## config.mk

```make
export PLATFORM = sky130hd
export DESIGN_NAME = run_monitor_flat
export DESIGN_NICKNAME = d
export VERILOG_FILES = /design/src/rtl/run_monitor_if.sv /design/src/rtl/run_monitor.sv /design/src/flat_wrapper.sv
export SDC_FILE = /design/constraint.sdc
export NUM_CORES = 1
export LEC_CHECK = 0
export ABC_AREA = 1
export BUFFER_PORTS_ARGS = -buffer_cell sky130_fd_sc_hd__buf_2
export CORE_ASPECT_RATIO = 0.75
export CORE_MARGIN = 1
export CORE_UTILIZATION = 50
export DETAILED_ROUTE_END_ITERATION = 7
export GPL_TIMING_DRIVEN = 0
export PLACE_DENSITY = 0.8
export SLEW_MARGIN = 5
export SYNTH_ARGS = -nofsm -noshare
export SYNTH_HDL_FRONTEND = slang
export SYNTH_SLANG_ARGS = --single-unit
export TNS_END_PERCENT = 30
```

## constraint.sdc

```tcl
create_clock -name clk -period 1.65 [get_ports clk]
set_input_delay 0.2475 -clock clk [delete_from_list [all_inputs] [get_ports clk]]
set_output_delay 0.2475 -clock clk [all_outputs]
set_load 0.01 [all_outputs]
```

## src/rtl/run_monitor_if.sv

```systemverilog
// Control/status and CPU observation bundle for run_monitor.
// master = test host / CPU side, slave = the monitor itself.
interface run_monitor_if #(
   parameter int unsigned DATA_WIDTH = 8,
   parameter int unsigned NUM_CH     = 4,
   parameter int unsigned CNT_WIDTH  = 16
);
   logic                         start;
   logic                         halt;
   logic [NUM_CH*DATA_WIDTH-1:0] obs_data;
   logic [NUM_CH*DATA_WIDTH-1:0] exp_data;
   logic [NUM_CH-1:0]            ch_mask;
   logic                         cpu_reset;
   logic                         cpu_run;
   logic                         busy;
   logic                         done;
   logic                         pass;
   logic                         timeout;
   logic [NUM_CH-1:0]            fail_mask;
   logic [CNT_WIDTH-1:0]         cycle_count;

   modport master (
      output start, halt, obs_data, exp_data, ch_mask,
      input  cpu_reset, cpu_run, busy, done, pass, timeout, fail_mask, cycle_count
   );

   modport slave (
      input  start, halt, obs_data, exp_data, ch_mask,
      output cpu_reset, cpu_run, busy, done, pass, timeout, fail_mask, cycle_count
   );
endinterface

```

## src/rtl/run_monitor.sv

```systemverilog
// SAP-2 self-test run-and-check controller: resets the CPU, runs it to HLT or budget, compares.
// Optional RUN_MONITOR_SETTLE_EN inserts a 2-cycle SETTLE state between RUN and CHECK.
module run_monitor #(
   parameter int unsigned DATA_WIDTH   = 8,
   parameter int unsigned NUM_CH       = 4,
   parameter int unsigned MAX_CYCLES   = 50,
   parameter int unsigned RESET_CYCLES = 2,
   parameter int unsigned CNT_WIDTH    = 16
) (
   input logic          clk,
   input logic          reset,
   run_monitor_if.slave bus
);

   localparam logic [2:0] StIdle  = 3'd0;
   localparam logic [2:0] StRst   = 3'd1;
   localparam logic [2:0] StRun   = 3'd2;
   localparam logic [2:0] StCheck = 3'd3;
   localparam logic [2:0] StDone  = 3'd4;
`ifdef RUN_MONITOR_SETTLE_EN
   localparam logic [2:0]  StSettle   = 3'd5;
   localparam logic [15:0] SettleLast = 16'd1;
`endif

   localparam logic [15:0]          RstLast  = 16'(RESET_CYCLES - 1);
   localparam logic [CNT_WIDTH-1:0] MaxCount = CNT_WIDTH'(MAX_CYCLES);

   logic [2:0]           state_q, state_d;
   logic [15:0]          phase_q, phase_d;
   logic                 cpu_reset_q, cpu_reset_d;
   logic                 cpu_run_q, cpu_run_d;
   logic                 busy_q, busy_d;
   logic                 done_q, done_d;
   logic                 pass_q, pass_d;
   logic                 timeout_q, timeout_d;
   logic [NUM_CH-1:0]    fail_mask_q, fail_mask_d;
   logic [CNT_WIDTH-1:0] cycle_count_q, cycle_count_d;
   logic [CNT_WIDTH-1:0] count_inc;
   logic [NUM_CH-1:0]    mismatch;

   always_comb begin
      mismatch = '0;
      for (int unsigned i = 0; i < NUM_CH; i++) begin
         mismatch[i] = bus.ch_mask[i] &
                       (bus.obs_data[i*DATA_WIDTH +: DATA_WIDTH] !=
                        bus.exp_data[i*DATA_WIDTH +: DATA_WIDTH]);
      end
   end

   // Saturating increment; the RUN exit below keeps it from ever passing MAX_CYCLES.
   assign count_inc = (cycle_count_q >= MaxCount) ? MaxCount : cycle_count_q + 1'b1;

   always_comb begin
      state_d       = state_q;
      phase_d       = phase_q;
      cpu_reset_d   = cpu_reset_q;
      cpu_run_d     = cpu_run_q;
      busy_d        = busy_q;
      done_d        = done_q;
      pass_d        = pass_q;
      timeout_d     = timeout_q;
      fail_mask_d   = fail_mask_q;
      cycle_count_d = cycle_count_q;

      case (state_q)
         StIdle, StDone: begin
            if (bus.start) begin
               state_d       = StRst;
               phase_d       = '0;
               cpu_reset_d   = 1'b1;
               cpu_run_d     = 1'b0;
               busy_d        = 1'b1;
               done_d        = 1'b0;
               pass_d        = 1'b0;
               timeout_d     = 1'b0;
               fail_mask_d   = '0;
               cycle_count_d = '0;
            end
         end
         StRst: begin
            if (phase_q == RstLast) begin
               state_d     = StRun;
               phase_d     = '0;
               cpu_reset_d = 1'b0;
               cpu_run_d   = 1'b1;
            end else begin
               phase_d = phase_q + 16'd1;
            end
         end
         StRun: begin
            // halt takes priority over a budget expiring in the same cycle
            if (bus.halt) begin
               cpu_run_d = 1'b0;
`ifdef RUN_MONITOR_SETTLE_EN
               state_d   = StSettle;
               phase_d   = '0;
`else
               state_d   = StCheck;
`endif
            end else begin
               cycle_count_d = count_inc;
               if (count_inc >= MaxCount) begin
                  state_d     = StDone;
                  cpu_run_d   = 1'b0;
                  busy_d      = 1'b0;
                  done_d      = 1'b1;
                  timeout_d   = 1'b1;
                  pass_d      = 1'b0;
                  fail_mask_d = '0;
               end
            end
         end
`ifdef RUN_MONITOR_SETTLE_EN
         StSettle: begin
            if (phase_q == SettleLast) begin
               state_d = StCheck;
               phase_d = '0;
            end else begin
               phase_d = phase_q + 16'd1;
            end
         end
`endif
         StCheck: begin
            state_d     = StDone;
            fail_mask_d = mismatch;
            pass_d      = (mismatch == '0);
            busy_d      = 1'b0;
            done_d      = 1'b1;
         end
         default: state_d = StIdle;
      endcase
   end

   always_ff @(posedge clk or posedge reset) begin
      if (reset) begin
         state_q       <= StIdle;
         phase_q       <= '0;
         cpu_reset_q   <= 1'b1;
         cpu_run_q     <= 1'b0;
         busy_q        <= 1'b0;
         done_q        <= 1'b0;
         pass_q        <= 1'b0;
         timeout_q     <= 1'b0;
         fail_mask_q   <= '0;
         cycle_count_q <= '0;
      end else begin
         state_q       <= state_d;
         phase_q       <= phase_d;
         cpu_reset_q   <= cpu_reset_d;
         cpu_run_q     <= cpu_run_d;
         busy_q        <= busy_d;
         done_q        <= done_d;
         pass_q        <= pass_d;
         timeout_q     <= timeout_d;
         fail_mask_q   <= fail_mask_d;
         cycle_count_q <= cycle_count_d;
      end
   end

   assign bus.cpu_reset   = cpu_reset_q;
   assign bus.cpu_run     = cpu_run_q;
   assign bus.busy        = busy_q;
   assign bus.done        = done_q;
   assign bus.pass        = pass_q;
   assign bus.timeout     = timeout_q;
   assign bus.fail_mask   = fail_mask_q;
   assign bus.cycle_count = cycle_count_q;

endmodule

```

## src/flat_wrapper.sv

```systemverilog
// flat-port wrapper written by rule: the top's interface ports become plain ports
module run_monitor_flat 
#(
   parameter int unsigned DATA_WIDTH   = 8,
   parameter int unsigned NUM_CH       = 4,
   parameter int unsigned MAX_CYCLES   = 50,
   parameter int unsigned RESET_CYCLES = 2,
   parameter int unsigned CNT_WIDTH    = 16
)
  (clk, reset, bus_start, bus_halt, bus_obs_data, bus_exp_data, bus_ch_mask, bus_cpu_reset, bus_cpu_run, bus_busy, bus_done, bus_pass, bus_timeout, bus_fail_mask, bus_cycle_count);
  run_monitor_if #(.DATA_WIDTH(DATA_WIDTH), .NUM_CH(NUM_CH), .CNT_WIDTH(CNT_WIDTH)) bus_i ();
  input logic clk;
  input logic reset;
  input wire logic [$bits(bus_i.start)-1:0] bus_start;
  input wire logic [$bits(bus_i.halt)-1:0] bus_halt;
  input wire logic [$bits(bus_i.obs_data)-1:0] bus_obs_data;
  input wire logic [$bits(bus_i.exp_data)-1:0] bus_exp_data;
  input wire logic [$bits(bus_i.ch_mask)-1:0] bus_ch_mask;
  output wire logic [$bits(bus_i.cpu_reset)-1:0] bus_cpu_reset;
  output wire logic [$bits(bus_i.cpu_run)-1:0] bus_cpu_run;
  output wire logic [$bits(bus_i.busy)-1:0] bus_busy;
  output wire logic [$bits(bus_i.done)-1:0] bus_done;
  output wire logic [$bits(bus_i.pass)-1:0] bus_pass;
  output wire logic [$bits(bus_i.timeout)-1:0] bus_timeout;
  output wire logic [$bits(bus_i.fail_mask)-1:0] bus_fail_mask;
  output wire logic [$bits(bus_i.cycle_count)-1:0] bus_cycle_count;
  assign bus_i.start = bus_start;
  assign bus_i.halt = bus_halt;
  assign bus_i.obs_data = bus_obs_data;
  assign bus_i.exp_data = bus_exp_data;
  assign bus_i.ch_mask = bus_ch_mask;
  assign bus_cpu_reset = bus_i.cpu_reset;
  assign bus_cpu_run = bus_i.cpu_run;
  assign bus_busy = bus_i.busy;
  assign bus_done = bus_i.done;
  assign bus_pass = bus_i.pass;
  assign bus_timeout = bus_i.timeout;
  assign bus_fail_mask = bus_i.fail_mask;
  assign bus_cycle_count = bus_i.cycle_count;
  run_monitor #(.DATA_WIDTH(DATA_WIDTH), .NUM_CH(NUM_CH), .MAX_CYCLES(MAX_CYCLES), .RESET_CYCLES(RESET_CYCLES), .CNT_WIDTH(CNT_WIDTH)) u_core (.clk(clk), .reset(reset), .bus(bus_i));
endmodule
```

==> metrics.md, run 1 <==
| Metric | Value |
|---|---|
| Synth Cell Area | `2760 um^2` |
| Min-delay worst type | `in -> reg` |
| N_diodes | `0` |
| Crit. End Element | `register` |
| IO Count | `just under 100` |
| Post-Place Setup Slack | `-0.139 ns` |
| Slew margin rel. | `77.1%` |
| Clk sink count | `45` |
| Asr flop ratio synth | `100%` |
| Area grow syn2layout | `35.4%` |
| Net count, final | `560` |
| Clock Tree Buf Depth | `2` |
| Max_cap viols | `0` |
| Final std cells w/o fill | `between 500 and 600` |
| Placed Cells | `538` |
| Synth warnings | `0` |
| Top post-synthesis cells by area | `dfrtp_1 40%, nand2_1 11%, inv_1 7.6%` |
| Main synth FF type | `dfrtp_1` |
| Final wirelength | `~6.3 mm` |
| CTS tree | `done` |
| Reg2Reg Setup Slack | `-0.03 ns` |
| Final Power | `between 0.002 and 0.0025 W` |
| Syn Nets | `441` |
| Root buf cell | `clkbuf_8` |
| Avg Cell Area, Syn | `7.57 um^2` |
| Largest net degree at the start of global routing | `34` |
| TritonCTS Buffers | `5` |
| Post-synth top cells | `78 x nand2_1, 56 x inv_1, 49 x nor2_1` |
| Fin. max-slew vios | `0` |
| Worst reg2reg startpoint | `u_core.bus.cycle_count[1]$_DFFE_PP0P_` |
| Critical path class | `reg -> reg` |
| Post-DP HPWL | `4.85 mm` |
| Synth Instances | `365` |
| Post-synth EDFFs | `0` |
| Tcrit/Tclk final | `102%` |
| Initial antenna violation count | `0` |
| Crit path launch | `u_core.bus.cycle_count[1]$_DFFE_PP0P_` |
| Hold Fails Final Rpt | `0` |
| F_max | `0.597 GHz` |
| Die W | `87.8 um` |
| Worst flop-to-flop path endpoint | `u_core.bus.timeout$_DFFE_PP0P_` |
| Initial Util | `51.9%` |
| First DRT Iteration DRCs | `121` |
| Number of global-route vias before repair | `2516` |
| Fillcell total | `about 450` |
| Chip height | `66.4 um` |
| Post-route DRC violation count | `0` |
| End of the critical path | `u_core.bus.timeout$_DFFE_PP0P_` |
| Yosys top cell by area | `dfrtp_1` |
| Unrepaired setup endpoints after global routing | `true` |
| Via Count | `between 2000 and 3000` |
| Gr ovfl total | `0` |
| FF+latch count, synth | `45` |
| Wire per inst | `11.3 um` |
| PwrDens | `around 620 nW/um^2` |
| Layout cells sized above 1 | `36.7%` |
| Worst Setup Start Kind | `register` |
| Htree depth | `2` |
| R2R depth | `10` |
| Worst Path Max Fanout | `4` |
| Worst EP arrival | `1.87 ns` |
| First-pass GRT wire length | `10.3 mm` |
| Synth cell types | `34` |
| Count leader, synth | `nand2_1` |
| Max VDD drop | `0.365 mV` |
| Worst-Margin Slew | `0.342 ns` |
| Clock Skew | `0.00863 ns` |
| Failing checks | `setup timing` |
| Die area | `5830 um^2` |
| Final WS setup | `-0.0263 ns` |
| Hold_ws | `0.205 ns` |
| Required @ worst endpoint | `1.84 ns` |
| Gr usage total | `22.7%` |
| Post-synthesis sequential area ratio | `40.8%` |
| First-pass DRT Iterations | `4` |
| Clock latency on the worst-skew pair | `0.30 ns` |
| Clk slew on worst S/H paths | `around 0.090 ns` |
| Final min period | `1.68 ns` |
| Port-buffer cells | `97` |
| Pleak | `1.99 nW` |
| Core Footprint | `5320 um^2` |
| Via density | `4.85` |
| DRT antenna net count | `0` |
| # rows | `23` |
| Status | `finished, violations left` |
| Final GP Congestion | `0.862` |
| Synth top area share | `39.9%` |
| Final setup viols | `6` |
## final cells by class
| cell class | count | area, um^2 | area share [%] |
|---|---|---|---|
| Clock buffer | 5 | 68.8 | 1.84 |
| Timing Repair Buffer | 112 | 617 | 16.5 |
| Sequential cell | 45 | 1130 | 30.2 |
| Inverter | 63 | 236 | 6.32 |
| Buffer | 2 | 18.8 | 0.502 |
| Multi-Input combinational cell | 255 | 1530 | 40.8 |
| Clock inverter | 3 | 46.3 | 1.24 |
| Tap cell | 75 | 93.8 | 2.51 |
## per-layer routing
metal	GRT usage [%]	up-vias	routed length, um
met1	26.7	1250	2800
met5	0	-	0
met2	42.5	65	3210
li1	-	1394	-
met4	4.71	0	46
met3	4.49	6	265
## worst max-delay path: stages (launching register included)
cell	delay [ns]
dfrtp_2	0.48
ha_4	0.18
nor2_2	0.09
nand2_1	0.08
nand2_2	0.08
nand3_4	0.09
a21o_1	0.18
nand2_2	0.09
buf_4	0.11
nor2_1	0.03
o21a_1	0.15
## how the worst min path moves through the flow
stage	depth (start not counted)	start	slack (ns)	endpoint
final	3	bus_ch_mask[1]	0.20	u_core.bus.fail_mask[1]$_DFFE_PP0P_
after floorplan	2	bus_ch_mask[0]	0.39	u_core.bus.fail_mask[0]$_DFFE_PP0P_
after global placement	2	u_core.bus.cpu_reset$_DFFE_PP1P_	0.45	u_core.bus.cpu_reset$_DFFE_PP1P_
after CTS	3	bus_ch_mask[1]	0.19	u_core.bus.fail_mask[1]$_DFFE_PP0P_
after global routing	3	bus_ch_mask[0]	0.21	u_core.bus.fail_mask[0]$_DFFE_PP0P_
after detailed placement	2	reset	0.21	u_core.bus.cycle_count[14]$_DFFE_PP0P_
## through the flow
| stage | instance area [um^2] | utilization [%] | TNS [ns] |
|---|---|---|---|
| 2_1_floorplan | 2760 | - | 0 |
| 3_3_place_gp | 3340 | 62.7 | -10.96 |
| 3_5_place_dp | 3360 | 63.1 | -1.46 |
| 4_1_cts | 3580 | 67.3 | 0 |
| 5_1_grt | 3740 | 70.2 | -1.12 |
| 6_report | 3740 | 70.2 | -0.0730 |
## sequential cells by signal (all words and copies together) (netlist names)
name,flops
u_core.bus.cycle_count,16
u_core.phase_q,16
u_core.bus.fail_mask,4
u_core.state_q,3
u_core.bus.busy,1
u_core.bus.cpu_reset,1
u_core.bus.cpu_run,1
u_core.bus.done,1
u_core.bus.pass,1
u_core.bus.timeout,1
## kinds of logic (layout without fill, tap and decap cells)
logic type,count (synthesis),count (layout),synth area share (%)
AND/OR/NAND/NOR,180,180,29.5
buffers and inverters,65,185,9.11
flip-flops,45,45,40.8
AO/OA/AOI/OAI,43,43,9.83
XOR/XNOR,28,28,8.88
adder cells (fa/ha/maj),4,4,1.81
## where the power goes
part           leakage [nW]  total [W]  switching, W  internal [W]
Clock                0.0543   0.000831      0.000378      0.000453
Sequential            0.565    0.00114     0.0000156       0.00112
Combinational          1.37   0.000330      0.000162      0.000168
## placed cells by master (no fill, tap or decap), drive strengths merged, types with 2 or more instances in the layout
master,count
clkbuf,5
or2,5
ha,4
o22ai,8
xor2,13
nor3,7
dfrtp,44
inv,63
a32o,2
o21a,4
xnor2,15
nor2,53
a21oi,5
buf,113
nand4,8
o21ai,17
nand3b,2
nand3,26
nand2,79
## what timing repair did
action | CTS | global route
gates resized for setup | 17 | 30
endpoints found under the hold margin | 12 | 0
gates cloned | 0 | 0
endpoints found under the setup margin | 19 | 37
pin swaps | 5 | 13
buffers inserted | 6 | 7
hold buffers | 1 | 0
Power figures use the tool's default switching activity.
==> run 2, diff against run 1 <==
--- a/config.mk
+++ b/config.mk
@@ -12,7 +12,7 @@
 export CORE_UTILIZATION = 50
 export DETAILED_ROUTE_END_ITERATION = 7
 export GPL_TIMING_DRIVEN = 0
-export PLACE_DENSITY = 0.8
+export PLACE_DENSITY = 0.76
 export SLEW_MARGIN = 5
 export SYNTH_ARGS = -nofsm -noshare
 export SYNTH_HDL_FRONTEND = slang
==> run 2 against run 1 <==
  * The flow still finishes with violations (setup timing)
  * Global-route usage grew 1.8 points
  * Die area unchanged
  * Cell area is 1.8% lower
  * Combinational power about the same
  * Via count grew 0.70%
  * Setup slack got worse by 0.052 ns
  * First-iteration DRC count is 43% higher
  * Highest routed layer unchanged
  * Sequential power barely moved
  * Clock power decreased by 15%
  * Clock skew up 0.0031 ns
  * Hold slack worse by 0.011 ns
==> metrics.md, run 2 (synthesis results as in run 1) <==
| Metric | Value |
|---|---|
| Required @ worst endpoint | `1.84 ns (about the same)` |
| M1 WL | `2.76 mm (was 2.80 mm)` |
| Routed wl met2 | `3.34 mm (was 3.21 mm)` |
| Post-DP HPWL | `4.90 mm (was 4.85 mm)` |
| Core Footprint | `5320 um^2 (unchanged)` |
| Final std cells w/o fill | `557 (was 560)` |
| Clock Tree Buf Depth | `2 (unchanged)` |
| Hold_ws | `0.194 ns (was 0.205 ns)` |
| Net count, final | `557 (was 560)` |
| Crit. End Element | `register (unchanged)` |
| Most common cell after layout, fill and taps aside | `buf_2 (unchanged)` |
| Unrepaired setup endpoints after global routing | `true (unchanged)` |
| Final WS setup | `-0.0781 ns (was -0.0263 ns)` |
| Top Metal Used | `met4 (unchanged)` |
| Htree depth | `2 (unchanged)` |
| Port-buffer cells | `97 (unchanged)` |
| Max stage delay cell, worst path | `dfrtp_2 (unchanged)` |
| Chip height | `66.4 um (unchanged)` |
| Clock Skew | `0.0118 ns (was 0.00863 ns)` |
| Area grow syn2layout | `33.0% (was 35.4%)` |
| Register area | `1130 um^2 (about the same)` |
| Via Count | `2734 (was 2715)` |
| DRT antenna net count | `0 (unchanged)` |
| First-pass DRT Iterations | `4 (unchanged)` |
| Final min period | `1.73 ns (was 1.68 ns)` |
| Slew margin rel. | `72.3% (was 77.1%)` |
| IO Count | `98 (unchanged)` |
| Worst-Margin Slew | `0.414 ns (was 0.342 ns)` |
| Most frequent cells in the layout | `97 x buf_2, 70 x nand2_1, 54 x inv_1 (was 97 x buf_2, 64 x nand2_1, 54 x inv_1)` |
| TritonCTS Buffers | `5 (unchanged)` |
| Status | `finished, violations left (unchanged)` |
| Fin. max-slew vios | `0 (unchanged)` |
| CP top delay family | `simple AND/OR/NAND/NOR gates (was flip-flops)` |
| Min-delay worst type | `in -> reg (unchanged)` |
| Initial antenna violation count | `0 (unchanged)` |
| Placed Cells | `538 (unchanged)` |
| Final GP Congestion | `0.875 (was 0.862)` |
| Worst Path Max Fanout | `7 (was 4)` |
| Root buf cell | `clkbuf_8 (unchanged)` |
| Met3 Routed Length | `340 um (was 265 um)` |
| N_diodes | `0 (unchanged)` |
| Wire per inst | `11.7 um (was 11.3 um)` |
| Hold Fails Final Rpt | `0 (unchanged)` |
| Post-route DRC violation count | `0 (unchanged)` |
| Worst Setup Start Kind | `register (unchanged)` |
| F_max | `0.579 GHz (was 0.597 GHz)` |
| Via density | `4.91 (was 4.85)` |
| Critical path buffers and inverters | `0 (was 1)` |
| Number of global-route vias before repair | `2729 (was 2516)` |
| Tcrit/Tclk final | `105% (was 102%)` |
| CTS tree | `done (unchanged)` |
| Final setup viols | `8 (was 6)` |
| Max VDD drop | `0.290 mV (was 0.365 mV)` |
| Critical path class | `reg -> reg (unchanged)` |
| Gr usage total | `24.4% (was 22.7%)` |
| Final wirelength | `6.53 mm (was 6.33 mm)` |
| Failing checks | `setup timing (unchanged)` |
| First DRT Iteration DRCs | `173 (was 121)` |
| Largest net degree at the start of global routing | `36 (was 34)` |
| Clk slew on worst S/H paths | `0.09 ns (about the same)` |
| Multi-input logic area | `1510 um^2 (was 1530 um^2)` |
| Reg2Reg Setup Slack | `-0.08 ns (was -0.03 ns)` |
| Fin Setup TNS | `-0.456 ns (was -0.0730 ns)` |
| Clock latency on the worst-skew pair | `0.30 ns (about the same)` |
| CP max stage delay | `0.47 ns (was 0.48 ns)` |
| Clk sink count | `45 (unchanged)` |
| # rows | `23 (unchanged)` |
| Pleak | `2.00 nW (was 1.99 nW)` |
| Initial Util | `51.9% (unchanged)` |
| Layout cells sized above 1 | `34.0% (was 36.7%)` |
| Die W | `87.8 um (unchanged)` |
| Core Util, Final | `69.0% (was 70.2%)` |
| Gr ovfl total | `0 (unchanged)` |
| Die area | `5830 um^2 (unchanged)` |
| Fillcell total | `451 (was 454)` |
| First-pass GRT wire length | `11.1 mm (was 10.3 mm)` |
| Worst-path cell chain | `ha_2 -> nand3_1 -> xor2_1 -> a21o_1 -> nand2_4 -> nand2_4 -> nand3_4 -> nand2_1 -> nand2_1 (was ha_4 -> nor2_2 -> nand2_1 -> nand2_2 -> nand3_4 -> a21o_1 -> nand2_2 -> buf_4 -> nor2_1 -> o21a_1)` |
| Max_cap viols | `0 (unchanged)` |
| PwrDens | `592 nW/um^2 (was 615 nW/um^2)` |
| Worst EP arrival | `1.92 ns (was 1.87 ns)` |
-- run 2: repair_timing --
| item | CTS | global route |
|---|---|---|
| hold buffers | 1 | 0 |
| cloned | 0 | 0 |
| endpoints found under the hold margin | 10 | 0 |
| pin swaps | 7 | 7 |
| setup buffers | 7 | 3 |
| gates resized for setup | 13 | 24 |
| endpoints found under the setup margin | 15 | 29 |
-- run 2: routing by layer --
layer	vias to the layer above	GRT usage (%)
met4	0	6.97
met2	90	45.5
li1	1391	-
met5	-	0
met3	11	5.87
met1	1242	27.6
-- run 2: cell type report --
class,instances,share of cell area (%)
plain buffers,2,0.511
well taps,75,2.56
inverters,63,6.51
clock buffers,5,1.87
multi-input cells,255,41.1
flip-flops and latches,45,30.7
clock inverters,3,0.681
repair buffers,109,16.1
-- run 2: per-stage QoR --
stage               total power (W)  instance area, um^2  setup WS [ns]
CTS                         0.00218                 3560       -0.00998
global placement            0.00144                 3340         -0.222
finish                      0.00217                 3670        -0.0781
global route                0.00228                 3670         -0.161
floorplan                   0.00131                 2760         0.0305
detailed placement          0.00146                 3360         -0.192
-- run 2: final timing paths --
| kind | start | end | cells past startpoint |
|---|---|---|---|
| max | u_core.bus.cycle_count[1]$_DFFE_PP0P_ | u_core.bus.fail_mask[1]$_DFFE_PP0P_ | 9 |
| min | bus_ch_mask[0] | u_core.bus.fail_mask[0]$_DFFE_PP0P_ | 3 |
| max reg2reg | u_core.bus.cycle_count[1]$_DFFE_PP0P_ | u_core.bus.fail_mask[1]$_DFFE_PP0P_ | 9 |
| min reg2reg | u_core.bus.pass$_DFFE_PP0P_ | u_core.bus.pass$_DFFE_PP0P_ | 2 |
| max in group asynchronous | reset | u_core.bus.cpu_reset$_DFFE_PP1P_ | 4 |
| min in group asynchronous | reset | u_core.phase_q[11]$_DFFE_PP0P_ | 3 |
-- run 2: worst reg2reg max path, delay by kind of cell, from the launching register on --
family | cells | cell delay, ns
flip-flops | 1 | 0.47
adder cells (fa/ha/maj) | 1 | 0.21
XOR/XNOR | 1 | 0.22
AO/OA/AOI/OAI | 1 | 0.19
AND/OR/NAND/NOR | 6 | 0.53
-- run 2: power breakdown --
| group | switching [W] | total (W) | internal (W) |
|---|---|---|---|
| Clock | 0.000397 | 0.000703 | 0.000306 |
| Combinational | 0.000162 | 0.000329 | 0.000167 |
| Sequential | 0.0000158 | 0.00114 | 0.00112 |
| Total | 0.000575 | 0.00217 | 0.00160 |
==> run 3, diff against run 2 <==
==> constraint.sdc (replaced) <==
create_clock -name clk -period 1.65 [get_ports clk]
set_input_delay 0.495 -clock clk [delete_from_list [all_inputs] [get_ports clk]]
set_output_delay 0.495 -clock clk [all_outputs]
set_load 0.01 [all_outputs]
==> run 3 against run 2 <==
  * The run still ends with setup timing left
  * Highest routed layer unchanged
  * Sequential share of layout area rose by 0.084 points
  * Power barely moved
  * Global-route usage barely moved
==> metrics.md, run 3 (synthesis results as in run 1) <==
| Metric | Value |
|---|---|
| Failing checks | `setup timing (unchanged)` |
| Combinational Power Share | `15.1% (was 15.2%)` |
| Net Switching | `0.000574 W (was 0.000575 W)` |
| Worst Setup Start Kind | `register (unchanged)` |
| CTS tree | `done (unchanged)` |
| Critical path buffers and inverters | `0 (unchanged)` |
| Worst Path Max Fanout | `7 (unchanged)` |
| Fin Setup TNS | `-0.456 ns (about the same)` |
| First DRT Iteration DRCs | `146 (was 173)` |
| Chip height | `66.4 um (unchanged)` |
| Slew margin rel. | `72.3% (about the same)` |
| Max stage delay cell, worst path | `dfrtp_2 (unchanged)` |
| Cts hold-fix bufs | `0 (was 1)` |
| Worst-Margin Slew | `0.414 ns (about the same)` |
| Final setup viols | `8 (unchanged)` |
| Number of global-route vias before repair | `2731 (was 2729)` |
| Core Footprint | `5320 um^2 (unchanged)` |
| Status | `finished, violations left (unchanged)` |
| Max_cap viols | `0 (unchanged)` |
| Root buf cell | `clkbuf_8 (unchanged)` |
| Most common cell after layout, fill and taps aside | `buf_2 (unchanged)` |
| Worst-path cell chain | `ha_2 -> nand3_1 -> xor2_1 -> a21o_1 -> nand2_4 -> nand2_4 -> nand3_4 -> nand2_1 -> nand2_1 (unchanged)` |
| Flop pwr share | `52.6% (was 52.5%)` |
| Clock power share | `32.4% (was 32.3%)` |
| Area grow syn2layout | `32.6% (was 33.0%)` |
| Clock Skew | `0.0116 ns (was 0.0118 ns)` |
| PwrDens | `593 nW/um^2 (was 592 nW/um^2)` |
| Unrepaired setup endpoints after global routing | `true (unchanged)` |
| Initial Util | `51.9% (unchanged)` |
| Final GP Congestion | `0.875 (unchanged)` |
| Post-DP HPWL | `4.90 mm (unchanged)` |
| Htree depth | `2 (unchanged)` |
| Initial antenna violation count | `0 (unchanged)` |
| Final WS setup | `-0.0781 ns (about the same)` |
| First-pass DRT Iterations | `4 (unchanged)` |
| Clk slew on worst S/H paths | `0.09 ns (about the same)` |
| Layout cells sized above 1 | `34.1% (was 34.0%)` |
| Hold Fails Final Rpt | `0 (unchanged)` |
| Via Count | `2727 (was 2734)` |
| Hold_ws | `0.107 ns (was 0.194 ns)` |
| Final instance area | `3660 um^2 (was 3670 um^2)` |
| Final min period | `1.73 ns (about the same)` |
| CP top delay family | `simple AND/OR/NAND/NOR gates (unchanged)` |
| Die area | `5830 um^2 (unchanged)` |
| Largest net degree at the start of global routing | `36 (unchanged)` |
| Wire per inst | `11.7 um (about the same)` |
| Clock latency on the worst-skew pair | `0.30 ns (about the same)` |
| Tcrit/Tclk final | `105% (about the same)` |
| Pleak | `2.00 nW (about the same)` |
| Critical path class | `reg -> reg (unchanged)` |
| Placement Cell Area | `3360 um^2 (unchanged)` |
| N_diodes | `0 (unchanged)` |
| # rows | `23 (unchanged)` |
| Fin. max-slew vios | `0 (unchanged)` |
| Crit. End Element | `register (unchanged)` |
| Die W | `87.8 um (unchanged)` |
| Gr ovfl total | `0 (unchanged)` |
| DRT antenna net count | `0 (unchanged)` |
| Reg2Reg Setup Slack | `-0.08 ns (about the same)` |
| Gr usage total | `24.5% (was 24.4%)` |
| CP max stage delay | `0.47 ns (about the same)` |
| Max VDD drop | `0.290 mV (about the same)` |
| Worst EP arrival | `1.92 ns (about the same)` |
| Internal Power | `0.00160 W (about the same)` |
| Most frequent cells in the layout | `97 x buf_2, 70 x nand2_1, 54 x inv_1 (unchanged)` |
| Net count, final | `556 (was 557)` |
| F_max | `0.579 GHz (about the same)` |
| Final wirelength | `6.51 mm (was 6.53 mm)` |
| Required @ worst endpoint | `1.84 ns (about the same)` |
| Via density | `4.90 (was 4.91)` |
| Switching share of power | `26.5% (about the same)` |
| Clk sink count | `45 (unchanged)` |
| Port-buffer cells | `97 (unchanged)` |
| TritonCTS Buffers | `5 (unchanged)` |
| IO Count | `98 (unchanged)` |
| Min-delay worst type | `in -> async (was in -> reg)` |
| Clock Tree Buf Depth | `2 (unchanged)` |
| Post-route DRC violation count | `0 (unchanged)` |
| First-pass GRT wire length | `11.1 mm (about the same)` |
-- run 3: final cells by class --
class,instances,area [um^2]
Fill cell,450,1660
Multi-Input combinational cell,255,1510
Sequential cell,45,1130
Timing Repair Buffer,108,581
Inverter,63,239
Tap cell,75,93.8
Clock buffer,5,68.8
Clock inverter,3,25.0
Buffer,2,18.8
-- run 3: per-stage QoR --
step	cells	util, %	power, W	worst slack [ns]
after global routing	556	68.8	0.00228	-0.161
final	556	68.8	0.00217	-0.0781
after CTS	553	66.6	0.00218	-0.00998
after global placement	537	62.7	0.00144	-0.469
after floorplan	365	-	0.00131	0.0305
after detailed placement	538	63.1	0.00146	-0.192
-- run 3: final timing paths --
path	startpoint	to	cells after the start
worst min register to register	u_core.bus.pass$_DFFE_PP0P_	u_core.bus.pass$_DFFE_PP0P_	2
min in group clk	bus_ch_mask[0]	u_core.bus.fail_mask[0]$_DFFE_PP0P_	3
worst max-delay path	u_core.bus.cycle_count[1]$_DFFE_PP0P_	u_core.bus.fail_mask[1]$_DFFE_PP0P_	9
max in group asynchronous	reset	u_core.bus.cpu_reset$_DFFE_PP1P_	3
worst max register to register	u_core.bus.cycle_count[1]$_DFFE_PP0P_	u_core.bus.fail_mask[1]$_DFFE_PP0P_	9
worst min-delay path	reset	u_core.phase_q[11]$_DFFE_PP0P_	2
-- run 3: per-layer routing --
layer  global-route usage [%]  vias up  routed length, um
met5                        0        -                  0
met4                     6.97        0                 85
met3                     5.87       11                340
met2                     45.5       90               3330
met1                     27.7     1237               2760
li1                         -     1389                  -
-- run 3: power by group through the flow --
stage | logic [W] | clock network, W | registers (W)
after global placement | 0.000282 | 0 | 0.00116
after CTS | 0.000314 | 0.000728 | 0.00114
final | 0.000328 | 0.000702 | 0.00114
after detailed placement | 0.000300 | 0 | 0.00116
after global routing | 0.000372 | 0.000763 | 0.00114
after floorplan | 0.000138 | 0 | 0.00117
-- run 3: what timing repair did --
action                     CTS  global route
buffers inserted             7             3
setup endpoints to repair   15            29
pin swaps                    7             7
resized for setup           13            24
